### src/rtl/rsqrt_seed_pkg.sv
`default_nettype none
// ============================================================================
//  Module      : rsqrt_pkg
//  Description : Shared constants and the constant-table builder for the
//                1/sqrt(x) seed generator (signed Q16.16 operands).
//                - INT_BITS / FRAC_BITS : default operand format
//                - LUT_BITS             : mantissa bits used as LUT index
//                - RSQRT_SAT            : seed returned for x <= 0
//                - rsqrt_lut_entry()    : elaboration-time LUT entry value
//  Revision    : 1.0  initial release
// ============================================================================
package rsqrt_pkg;

    localparam int          INT_BITS  = 16;
    localparam int          FRAC_BITS = 16;
    localparam int          LUT_BITS  = 6;
    localparam logic [31:0] RSQRT_SAT = 32'h7FFF_FFFF;

    // Bit-serial integer square root (floor). Fixed trip count so it also
    // folds cleanly when evaluated at elaboration time.
    function automatic logic [63:0] isqrt64(input logic [63:0] v);
        logic [63:0] rem;
        logic [63:0] res;
        logic [63:0] b;
        rem = v;
        res = '0;
        b   = 64'h4000_0000_0000_0000;
        for (int i = 0; i < 32; i++) begin
            if (rem >= res + b) begin
                rem = rem - (res + b);
                res = (res >> 1) + b;
            end else begin
                res = res >> 1;
            end
            b = b >> 2;
        end
        return res;
    endfunction

    // Entry = round(2^frac_bits / sqrt(mid)) where mid is the bucket centre.
    //   even exponent: mid = 1 + (2j+1)/2^(L+1)  = N / 2^(L+1)
    //   odd  exponent: mid = 2 + (2j+1)/2^L      = N / 2^L
    //   with N = 2^(L+1) + 2j + 1.
    // round(sqrt(Q)) == (floor(sqrt(floor(4Q))) + 1) >> 1, which keeps the
    // whole computation in exact integer arithmetic.
    function automatic logic [31:0] rsqrt_lut_entry(
        input int unsigned idx,
        input int unsigned lut_bits  = LUT_BITS,
        input int unsigned frac_bits = FRAC_BITS
    );
        logic [63:0] n;
        logic [63:0] d;
        logic [63:0] q;
        logic [63:0] r;
        n = (64'd1 << (lut_bits + 1)) + 64'(2 * (idx % (32'd1 << lut_bits))) + 64'd1;
        d = ((idx >> lut_bits) != 0) ? (64'd1 << lut_bits) : (64'd1 << (lut_bits + 1));
        q = ((64'd1 << (2 * frac_bits + 2)) * d) / n;
        r = (isqrt64(q) + 64'd1) >> 1;
        return r[31:0];
    endfunction

endpackage
`default_nettype wire

### src/rtl/rsqrt_seed_if.sv
`default_nettype none
// ============================================================================
//  Module      : sfp_if
//  Description : Signed fixed-point operand bundle (Q INT_BITS.FRAC_BITS).
//                Ports: val [INT_BITS+FRAC_BITS-1:0] - two's complement value.
//                master drives val, slave reads it.
//  Revision    : 1.0  initial release
// ============================================================================
interface sfp_if #(
    parameter int INT_BITS  = rsqrt_pkg::INT_BITS,
    parameter int FRAC_BITS = rsqrt_pkg::FRAC_BITS
);
    logic [INT_BITS+FRAC_BITS-1:0] val;

    modport master (output val);
    modport slave  (input  val);
endinterface
`default_nettype wire

### src/rtl/rsqrt_seed_lzc32.sv
`default_nettype none
// ============================================================================
//  Module      : lzc32
//  Description : Combinational 32-bit leading-zero counter.
//                i_data  [31:0] : value to scan
//                o_count [5:0]  : number of leading zeros, 32 for all-zero
//  Revision    : 1.0  initial release
// ============================================================================
module lzc32 (
    input  wire logic [31:0] i_data,
    output logic      [5:0]  o_count
);

    // Ascending scan: the last hit is the most significant set bit.
    always_comb begin
        o_count = 6'd32;
        for (int i = 0; i < 32; i++) begin
            if (i_data[i]) begin
                o_count = 6'(31 - i);
            end
        end
    end

endmodule
`default_nettype wire

### src/rtl/rsqrt_seed.sv
`default_nettype none
// ============================================================================
//  Module      : rsqrt_seed
//  Description : 3-stage pipelined 1/sqrt(x) seed for signed Q16.16 input.
//                Normalise by leading-zero count, LUT on the mantissa,
//                denormalise by half the exponent. x <= 0 is flagged.
//  Ports       : clk      - clock, rising edge
//                resetn   - asynchronous active-low reset
//                start    - accept in.val this cycle (1 per cycle, no stall)
//                valid    - 1-cycle pulse, outputs belong to start 3 cycles ago
//                in       - sfp_if slave, operand x
//                x_out    - sfp_if master, x aligned with est
//                est      - sfp_if master, seed ~ 1/sqrt(x)
//                invalid  - x <= 0 for the item presented with valid
//  Revision    : 1.0  initial release
// ============================================================================
module rsqrt_seed #(
    parameter int INT_BITS  = rsqrt_pkg::INT_BITS,
    parameter int FRAC_BITS = rsqrt_pkg::FRAC_BITS,
    parameter int LUT_BITS  = rsqrt_pkg::LUT_BITS
) (
    input  wire logic clk,
    input  wire logic resetn,
    input  wire logic start,
    output logic      valid,
    sfp_if.slave      in,
    sfp_if.master     x_out,
    sfp_if.master     est,
    output logic      invalid
);
    import rsqrt_pkg::*;

    localparam int W        = INT_BITS + FRAC_BITS;
    localparam int LUT_SIZE = 1 << (LUT_BITS + 1);

    // ------------------------------------------------------------------
    // Constant rsqrt table, built at elaboration
    // ------------------------------------------------------------------
    logic [31:0] w_lut [LUT_SIZE];

    generate
        for (genvar gi = 0; gi < LUT_SIZE; gi++) begin : g_lut
            localparam logic [31:0] ENTRY = rsqrt_lut_entry(gi, LUT_BITS, FRAC_BITS);
            assign w_lut[gi] = ENTRY;
        end
    endgenerate

    // ------------------------------------------------------------------
    // Pipeline state
    // ------------------------------------------------------------------
    logic [W-1:0]        x1_d,  x1_q;
    logic                v1_d,  v1_q;
    logic [W-1:0]        x2_d,  x2_q;
    logic [LUT_BITS:0]   idx2_d, idx2_q;
    logic signed [4:0]   h2_d,  h2_q;
    logic                neg2_d, neg2_q;
    logic                v2_d,  v2_q;
    logic [W-1:0]        xo_d,  xo_q;
    logic [31:0]         est_d, est_q;
    logic                inv_d, inv_q;
    logic                valid_d, valid_q;

    // ------------------------------------------------------------------
    // Stage 2 combinational: normalise
    // ------------------------------------------------------------------
    logic [5:0]          w_lz;
    logic signed [6:0]   w_k;
    logic [31:0]         w_norm;
    logic [LUT_BITS-1:0] w_frac;

    lzc32 u_lzc (
        .i_data  (x1_q),
        .o_count (w_lz)
    );

    always_comb begin
        // k = p - FRAC_BITS with p = 31 - lz
        w_k    = 7'(31 - FRAC_BITS) - $signed({1'b0, w_lz});
        // Shift the MSB up to bit 31; the bits beneath it are the LUT index
        // and short operands come out zero-filled for free.
        w_norm = x1_q << w_lz;
        w_frac = LUT_BITS'(w_norm >> (31 - LUT_BITS));
    end

    // ------------------------------------------------------------------
    // Stage 3 combinational: lookup and denormalise
    // ------------------------------------------------------------------
    logic [31:0] w_m;
    logic [4:0]  w_nh;
    logic [31:0] w_shifted;

    always_comb begin
        w_m  = w_lut[idx2_q];
        w_nh = $unsigned(-h2_q);
        // m is positive, so a logical right shift equals the arithmetic one
        if (!h2_q[4]) begin
            w_shifted = w_m >> h2_q[3:0];
        end else begin
            w_shifted = w_m << w_nh;
        end
    end

    // ------------------------------------------------------------------
    // Next-state logic
    // ------------------------------------------------------------------
    always_comb begin
        // stage 1
        v1_d   = start;
        x1_d   = start ? in.val : x1_q;

        // stage 2
        v2_d   = v1_q;
        x2_d   = x2_q;
        idx2_d = idx2_q;
        h2_d   = h2_q;
        neg2_d = neg2_q;
        if (v1_q) begin
            x2_d   = x1_q;
            // odd exponent selects the [2,4) half of the table
            idx2_d = {w_k[0], w_frac};
            h2_d   = 5'(w_k >>> 1);
            neg2_d = x1_q[W-1] | (x1_q == '0);
        end

        // stage 3: outputs hold while no item is presented
        valid_d = v2_q;
        xo_d    = xo_q;
        est_d   = est_q;
        inv_d   = inv_q;
        if (v2_q) begin
            xo_d  = x2_q;
            est_d = neg2_q ? RSQRT_SAT : w_shifted;
            inv_d = neg2_q;
        end
    end

    always_ff @(posedge clk or negedge resetn) begin
        if (!resetn) begin
            x1_q    <= '0;
            v1_q    <= 1'b0;
            x2_q    <= '0;
            idx2_q  <= '0;
            h2_q    <= '0;
            neg2_q  <= 1'b0;
            v2_q    <= 1'b0;
            xo_q    <= '0;
            est_q   <= '0;
            inv_q   <= 1'b0;
            valid_q <= 1'b0;
        end else begin
            x1_q    <= x1_d;
            v1_q    <= v1_d;
            x2_q    <= x2_d;
            idx2_q  <= idx2_d;
            h2_q    <= h2_d;
            neg2_q  <= neg2_d;
            v2_q    <= v2_d;
            xo_q    <= xo_d;
            est_q   <= est_d;
            inv_q   <= inv_d;
            valid_q <= valid_d;
        end
    end

    assign valid     = valid_q;
    assign invalid   = inv_q;
    assign x_out.val = xo_q;
    assign est.val   = est_q;

endmodule
`default_nettype wire

### src/flat_wrapper.sv
// flat-port wrapper written by rule: the top's interface ports become plain ports
module rsqrt_seed_flat import rsqrt_pkg::*;
#(
    parameter int INT_BITS  = rsqrt_pkg::INT_BITS,
    parameter int FRAC_BITS = rsqrt_pkg::FRAC_BITS,
    parameter int LUT_BITS  = rsqrt_pkg::LUT_BITS
)
  (clk, resetn, start, valid, invalid, in_val, x_out_val, est_val);
  sfp_if #(.INT_BITS(INT_BITS), .FRAC_BITS(FRAC_BITS)) in_i ();
  sfp_if #(.INT_BITS(INT_BITS), .FRAC_BITS(FRAC_BITS)) x_out_i ();
  sfp_if #(.INT_BITS(INT_BITS), .FRAC_BITS(FRAC_BITS)) est_i ();
  input  wire logic clk;
  input  wire logic resetn;
  input  wire logic start;
  output logic valid;
  output logic invalid;
  input wire logic [$bits(in_i.val)-1:0] in_val;
  output wire logic [$bits(x_out_i.val)-1:0] x_out_val;
  output wire logic [$bits(est_i.val)-1:0] est_val;
  assign in_i.val = in_val;
  assign x_out_val = x_out_i.val;
  assign est_val = est_i.val;
  rsqrt_seed #(.INT_BITS(INT_BITS), .FRAC_BITS(FRAC_BITS), .LUT_BITS(LUT_BITS)) u_core (.clk(clk), .resetn(resetn), .start(start), .valid(valid), .in(in_i), .x_out(x_out_i), .est(est_i), .invalid(invalid));
endmodule
### config.mk
export PLATFORM = sky130hd
export DESIGN_NAME = rsqrt_seed_flat
export DESIGN_NICKNAME = d
export VERILOG_FILES = /design/src/rtl/rsqrt_seed_pkg.sv /design/src/rtl/rsqrt_seed_if.sv /design/src/rtl/rsqrt_seed_lzc32.sv /design/src/rtl/rsqrt_seed.sv /design/src/flat_wrapper.sv
export SDC_FILE = /design/constraint.sdc
export NUM_CORES = 1
export LEC_CHECK = 0
export ABC_AREA = 1
export ABC_CLOCK_PERIOD_IN_PS = 5800
export CAP_MARGIN = 30
export CORE_ASPECT_RATIO = 0.9
export CORE_MARGIN = 10
export CORE_UTILIZATION = 55
export DETAILED_ROUTE_END_ITERATION = 7
export PLACE_DENSITY = 0.77
export SYNTH_ARGS = -nofsm -noshare
export SYNTH_HDL_FRONTEND = slang
export SYNTH_SLANG_ARGS = --single-unit
### constraint.sdc
create_clock -name clk -period 5.8 [get_ports clk]
set_clock_uncertainty 0.1 [all_clocks]
set_input_delay 1.16 -clock clk [delete_from_list [all_inputs] [get_ports clk]]
set_output_delay 1.16 -clock clk [all_outputs]
set_load 0.03 [all_outputs]
==> flow_results.xml <==
<?xml version="1.0" encoding="UTF-8"?>
<metrics>
  <group name="final_layout">
    <metric name="layout-drive-gt1-share" unit="%">3.79</metric>
    <metric name="synthToLayoutAreaGrowth" unit="%">15.8</metric>
    <metric name="post-route-cell-area" unit="µm²">12100</metric>
    <metric name="layout.nets" unit="">1712</metric>
    <metric name="antenna_cells_inserted" unit="">0</metric>
  </group>
  <group name="clock_tree">
    <metric name="post_cts_resize_count" unit="">0</metric>
    <metric name="cts_setup_buffers" unit="">0</metric>
    <metric name="cts_sink_cnt" unit="">145</metric>
    <metric name="cts-buffers-inserted" unit="">17</metric>
    <metric name="htreeDepth" unit="">4</metric>
    <metric name="clk_path_buf_depth" unit="">2</metric>
    <metric name="clkSlewWorstSetupHoldPaths" unit="ns">0.07</metric>
    <metric name="hold_buffers" unit="">0</metric>
    <metric name="clk_root_buffer_cell" unit="">sky130_fd_sc_hd__clkbuf_16</metric>
    <metric name="clock_latency" unit="ns">0.43</metric>
    <metric name="clock_tree_from_tritoncts" unit="">done</metric>
  </group>
  <group name="drt">
    <metric name="drtPass1Iterations" unit="">6</metric>
    <metric name="num_vias" unit="">11600</metric>
    <metric name="routed_wirelength" unit="mm">35.5</metric>
    <metric name="first_iter_violations" unit="">1612</metric>
    <metric name="route.antenna.remaining_nets" unit="">0</metric>
    <metric name="post_drt_wl_per_cell" unit="µm">18.6</metric>
    <metric name="vias_per_cell" unit="">6.09</metric>
    <metric name="drc_errors" unit="">0</metric>
  </group>
  <group name="sta">
    <metric name="timing_max_transition_violations_final" unit="">0</metric>
    <metric name="timing.hold.ws" unit="ns">0.382</metric>
    <metric name="final.setup.tns" unit="ns">0</metric>
    <metric name="grt_setup_unrepaired" unit="">false</metric>
    <metric name="report.final.hold_viol_count" unit="">0</metric>
    <metric name="worst_pin_slew" unit="ns">1.01</metric>
    <metric name="min_period_over_period" unit="%">71.4</metric>
    <metric name="max_freq" unit="MHz">241</metric>
    <metric name="report.final.setup_viol" unit="">0</metric>
    <metric name="slew_headroom" unit="%">32.4</metric>
    <metric name="final.min_clock_period" unit="ns">4.14</metric>
  </group>
  <group name="floorplan">
    <metric name="core.rowCount" unit="">47</metric>
    <metric name="die_height" unit="µm">151</metric>
    <metric name="die_w" unit="µm">165</metric>
    <metric name="initial_utilization" unit="%">56.3</metric>
    <metric name="i_o_pins" unit="">101</metric>
    <metric name="fp.dieArea" unit="µm²">24900</metric>
    <metric name="placeableCoreArea" unit="µm²">18500</metric>
  </group>
  <group name="setup_path">
    <metric name="critical_path.endpoint_type" unit="">flop</metric>
    <metric name="timing.critical_path.slowest_stage_cell" unit="">sky130_fd_sc_hd__nand2_2</metric>
    <metric name="critical_path.most_common_cell" unit="">sky130_fd_sc_hd__nand2_1</metric>
    <metric name="critPathKind" unit="">flop to flop</metric>
    <metric name="worst-endpoint-arrival" unit="ns">4.41</metric>
    <metric name="nature_of_the_critical_path_startpoint" unit="">flop</metric>
    <metric name="critical_path.max_stage_delay" unit="ns">0.51</metric>
    <metric name="required" unit="ns">6.07</metric>
    <metric name="critical_path_peak_fanout" unit="">31</metric>
  </group>
  <group name="placed_design">
    <metric name="placed_cell_areas" unit="µm²">11500</metric>
    <metric name="post-dp-hpwl" unit="mm">25.2</metric>
    <metric name="io_buffer_count" unit="">100</metric>
    <metric name="place_congestion" unit="">1.07</metric>
  </group>
  <group name="yosys">
    <metric name="synth.top_cells.by_area" unit="">sky130_fd_sc_hd__dfrtp_1, sky130_fd_sc_hd__nand2_1, sky130_fd_sc_hd__o21ai_0</metric>
    <metric name="postSynthRegisterBits" unit="">145</metric>
    <metric name="synth-edff-count" unit="">0</metric>
    <metric name="netlist.top_cell.by_area" unit="">sky130_fd_sc_hd__dfrtp_1</metric>
    <metric name="synth_top_area_share" unit="%">34.8</metric>
    <metric name="ffs_w_async_s_r_synth" unit="%">100</metric>
    <metric name="synth-seq-area-share" unit="%">34.8</metric>
    <metric name="postSynth.topFlopCell" unit="">sky130_fd_sc_hd__dfrtp_1</metric>
    <metric name="syn-cell-area" unit="µm²">10400</metric>
    <metric name="synth.net_count" unit="">1670</metric>
    <metric name="yosys.cell_types.count" unit="">44</metric>
    <metric name="synth_cells" unit="">1609</metric>
    <metric name="number_of_warnings_printed_during_yosys_synthesis" unit="">0</metric>
    <metric name="synthesis.area_per_instance" unit="µm²">6.48</metric>
  </group>
  <group name="global_routing">
    <metric name="overflow" unit="">0</metric>
    <metric name="grt_pass1_wl" unit="mm">57.2</metric>
    <metric name="grtUsageTotal" unit="%">28.5</metric>
    <metric name="grt_pass1_vias" unit="">11000</metric>
    <metric name="grt_antenna_before_repair" unit="">0</metric>
    <metric name="grt_max_degree" unit="">82</metric>
  </group>
  <group name="run_status">
    <metric name="status" unit="">finished clean</metric>
  </group>
  <group name="power">
    <metric name="power.share.combinational" unit="%">49.1</metric>
    <metric name="report.power.total" unit="µW">4700</metric>
    <metric name="power.density_cell_area" unit="nW/µm²">389</metric>
    <metric name="p_sw_share" unit="%">47.3</metric>
    <metric name="irDropWorstVdd" unit="µV">244</metric>
    <metric name="power.share.clock" unit="%">23.5</metric>
    <metric name="total_switching_power" unit="µW">2220</metric>
    <metric name="internal-power" unit="µW">2470</metric>
    <metric name="seq_power_share" unit="%">27.4</metric>
    <metric name="power.leakage" unit="µW">0.00567</metric>
  </group>
  <group name="run">
    <metric name="maximum_capacitance_violations" unit="">0</metric>
  </group>
  <group name="hold_path">
    <metric name="worstHoldPathType" unit="">flop to flop</metric>
  </group>
</metrics>
final cells by class:
type	instances	area (µm²)
multi-input cells	1217	5820
repair buffers	120	1150
clock inverters	14	161
fillers	1634	6460
flip-flops and latches	145	3630
well taps	245	307
inverters	150	563
clock buffers	18	429
critical path, delay by kind of cell (launching register included):
kind                   cells  cell delay, ns
buffers and inverters      2            0.11
flip-flops                 1            0.43
AND/OR/NAND/NOR           34            3.00
AO/OA/AOI/OAI              2            0.38
routing by layer:
metal  global-route usage (%)  vias to the layer above  routed length [µm]
met1                     36.5                     5418               14200
li1                         -                     5450                   -
met4                     11.5                        0                1250
met5                        0                        -                   0
met2                     45.2                      647               16700
met3                     6.91                      116                3340
flip-flops by register name, summed over array words and instances (netlist names):
name,cells
u_core.x2_q,32
u_core.valid,1
u_core.neg2_q,1
u_core.idx2_q,7
u_core.v1_q,1
u_core.x_out.val,32
u_core.x1_q,32
u_core.v2_q,1
u_core.invalid,1
u_core.est.val,32
u_core.h2_q,5
per-stage QoR:
step,cells,setup WS (ns),utilization (%)
floorplan,1609,2.69,-
global placement,1876,1.84,61.9
detailed placement,1877,1.77,61.9
CTS,1909,1.72,65.1
global route,1909,1.24,65.1
finish,1909,1.66,65.1
worst paths after layout:
path | depth (start not counted) | end | slack (ns) | startpoint
max | 38 | u_core.idx2_q[0] | 1.66 | u_core.x1_q[1]
min | 2 | u_core.invalid | 0.38 | u_core.invalid
max reg2reg | 38 | u_core.idx2_q[0] | 1.66 | u_core.x1_q[1]
min reg2reg | 2 | u_core.invalid | 0.38 | u_core.invalid
max in group asynchronous | 2 | u_core.est.val[2] | 3.99 | resetn
min in group asynchronous | 1 | u_core.x_out.val[27] | 0.52 | resetn
cell usage in the layout (no fill, tap or decap), types with 2 or more instances in the layout:
cell,Yosys,final
sky130_fd_sc_hd__o221ai_1,7,7
sky130_fd_sc_hd__buf_6,2,2
sky130_fd_sc_hd__o21ai_0,213,213
sky130_fd_sc_hd__o21ai_1,10,10
sky130_fd_sc_hd__a32o_1,3,3
sky130_fd_sc_hd__mux2i_1,2,2
sky130_fd_sc_hd__buf_4,4,19
sky130_fd_sc_hd__o2111ai_1,2,2
sky130_fd_sc_hd__clkinv_1,5,5
sky130_fd_sc_hd__a31oi_1,21,21
sky130_fd_sc_hd__nor3_1,13,13
sky130_fd_sc_hd__ha_1,26,26
sky130_fd_sc_hd__o22ai_1,6,6
sky130_fd_sc_hd__inv_6,0,3
sky130_fd_sc_hd__nand4_1,6,6
sky130_fd_sc_hd__o311ai_1,3,3
sky130_fd_sc_hd__clkdlybuf4s50_1,0,98
sky130_fd_sc_hd__o211ai_1,22,22
sky130_fd_sc_hd__dfrtp_1,145,144
sky130_fd_sc_hd__a21oi_1,56,56
sky130_fd_sc_hd__inv_1,140,140
sky130_fd_sc_hd__a211oi_1,5,5
sky130_fd_sc_hd__clkinvlp_4,0,2
sky130_fd_sc_hd__a221oi_1,2,2
sky130_fd_sc_hd__nor2_1,120,120
sky130_fd_sc_hd__a311oi_1,2,2
sky130_fd_sc_hd__inv_8,0,5
sky130_fd_sc_hd__inv_2,5,5
sky130_fd_sc_hd__o31ai_1,5,5
sky130_fd_sc_hd__o311ai_0,5,5
sky130_fd_sc_hd__nor4_1,4,4
sky130_fd_sc_hd__nand3_1,192,192
sky130_fd_sc_hd__nand2_1,475,475
sky130_fd_sc_hd__nand2_2,2,2
sky130_fd_sc_hd__clkbuf_16,0,17
sky130_fd_sc_hd__a41oi_1,4,4
sky130_fd_sc_hd__clkinv_4,0,2
sky130_fd_sc_hd__xor2_1,2,2
synth_stat cells, types with 3 or more instances:
master and n:
sky130_fd_sc_hd__nor4_1 4, sky130_fd_sc_hd__ha_1 26, sky130_fd_sc_hd__buf_2 8, sky130_fd_sc_hd__o31ai_1 5, sky130_fd_sc_hd__clkinv_1 5, sky130_fd_sc_hd__o22ai_1 6
sky130_fd_sc_hd__o221ai_1 7, sky130_fd_sc_hd__dfrtp_1 145, sky130_fd_sc_hd__a31oi_1 21, sky130_fd_sc_hd__nand4_1 6, sky130_fd_sc_hd__o311ai_1 3, sky130_fd_sc_hd__a21oi_1 56
sky130_fd_sc_hd__o21ai_1 10, sky130_fd_sc_hd__nand3_1 192, sky130_fd_sc_hd__a32o_1 3, sky130_fd_sc_hd__a41oi_1 4, sky130_fd_sc_hd__o21ai_0 213, sky130_fd_sc_hd__o211ai_1 22
sky130_fd_sc_hd__nand2_1 475, sky130_fd_sc_hd__nor3_1 13, sky130_fd_sc_hd__nor2_1 120, sky130_fd_sc_hd__o311ai_0 5, sky130_fd_sc_hd__buf_1 6, sky130_fd_sc_hd__clkbuf_1 77
sky130_fd_sc_hd__buf_4 4, sky130_fd_sc_hd__a211oi_1 5, sky130_fd_sc_hd__inv_1 140, sky130_fd_sc_hd__inv_2 5
cell families after synthesis:
group                    after synthesis  share of synthesized area [%]
adder cells (fa/ha/maj)               26                           3.12
AO/OA/AOI/OAI                        371                           20.2
multiplexers                           2                          0.192
XOR/XNOR                               2                          0.168
flip-flops                           145                           34.8
AND/OR/NAND/NOR                      816                           32.3
buffers and inverters                247                           9.28
power groups by stage:
stage | Sequential, µW | Clock (µW) | Combinational, µW
6_report | 1290 | 1100 | 2300
5_1_grt | 1300 | 1160 | 2520
4_1_cts | 1280 | 1110 | 2230
3_5_place_dp | 1300 | 0 | 2210
3_3_place_gp | 1300 | 0 | 2240
2_1_floorplan | 1390 | 0 | 1400
No activity file was read; power rests on OpenSTA's default activity.
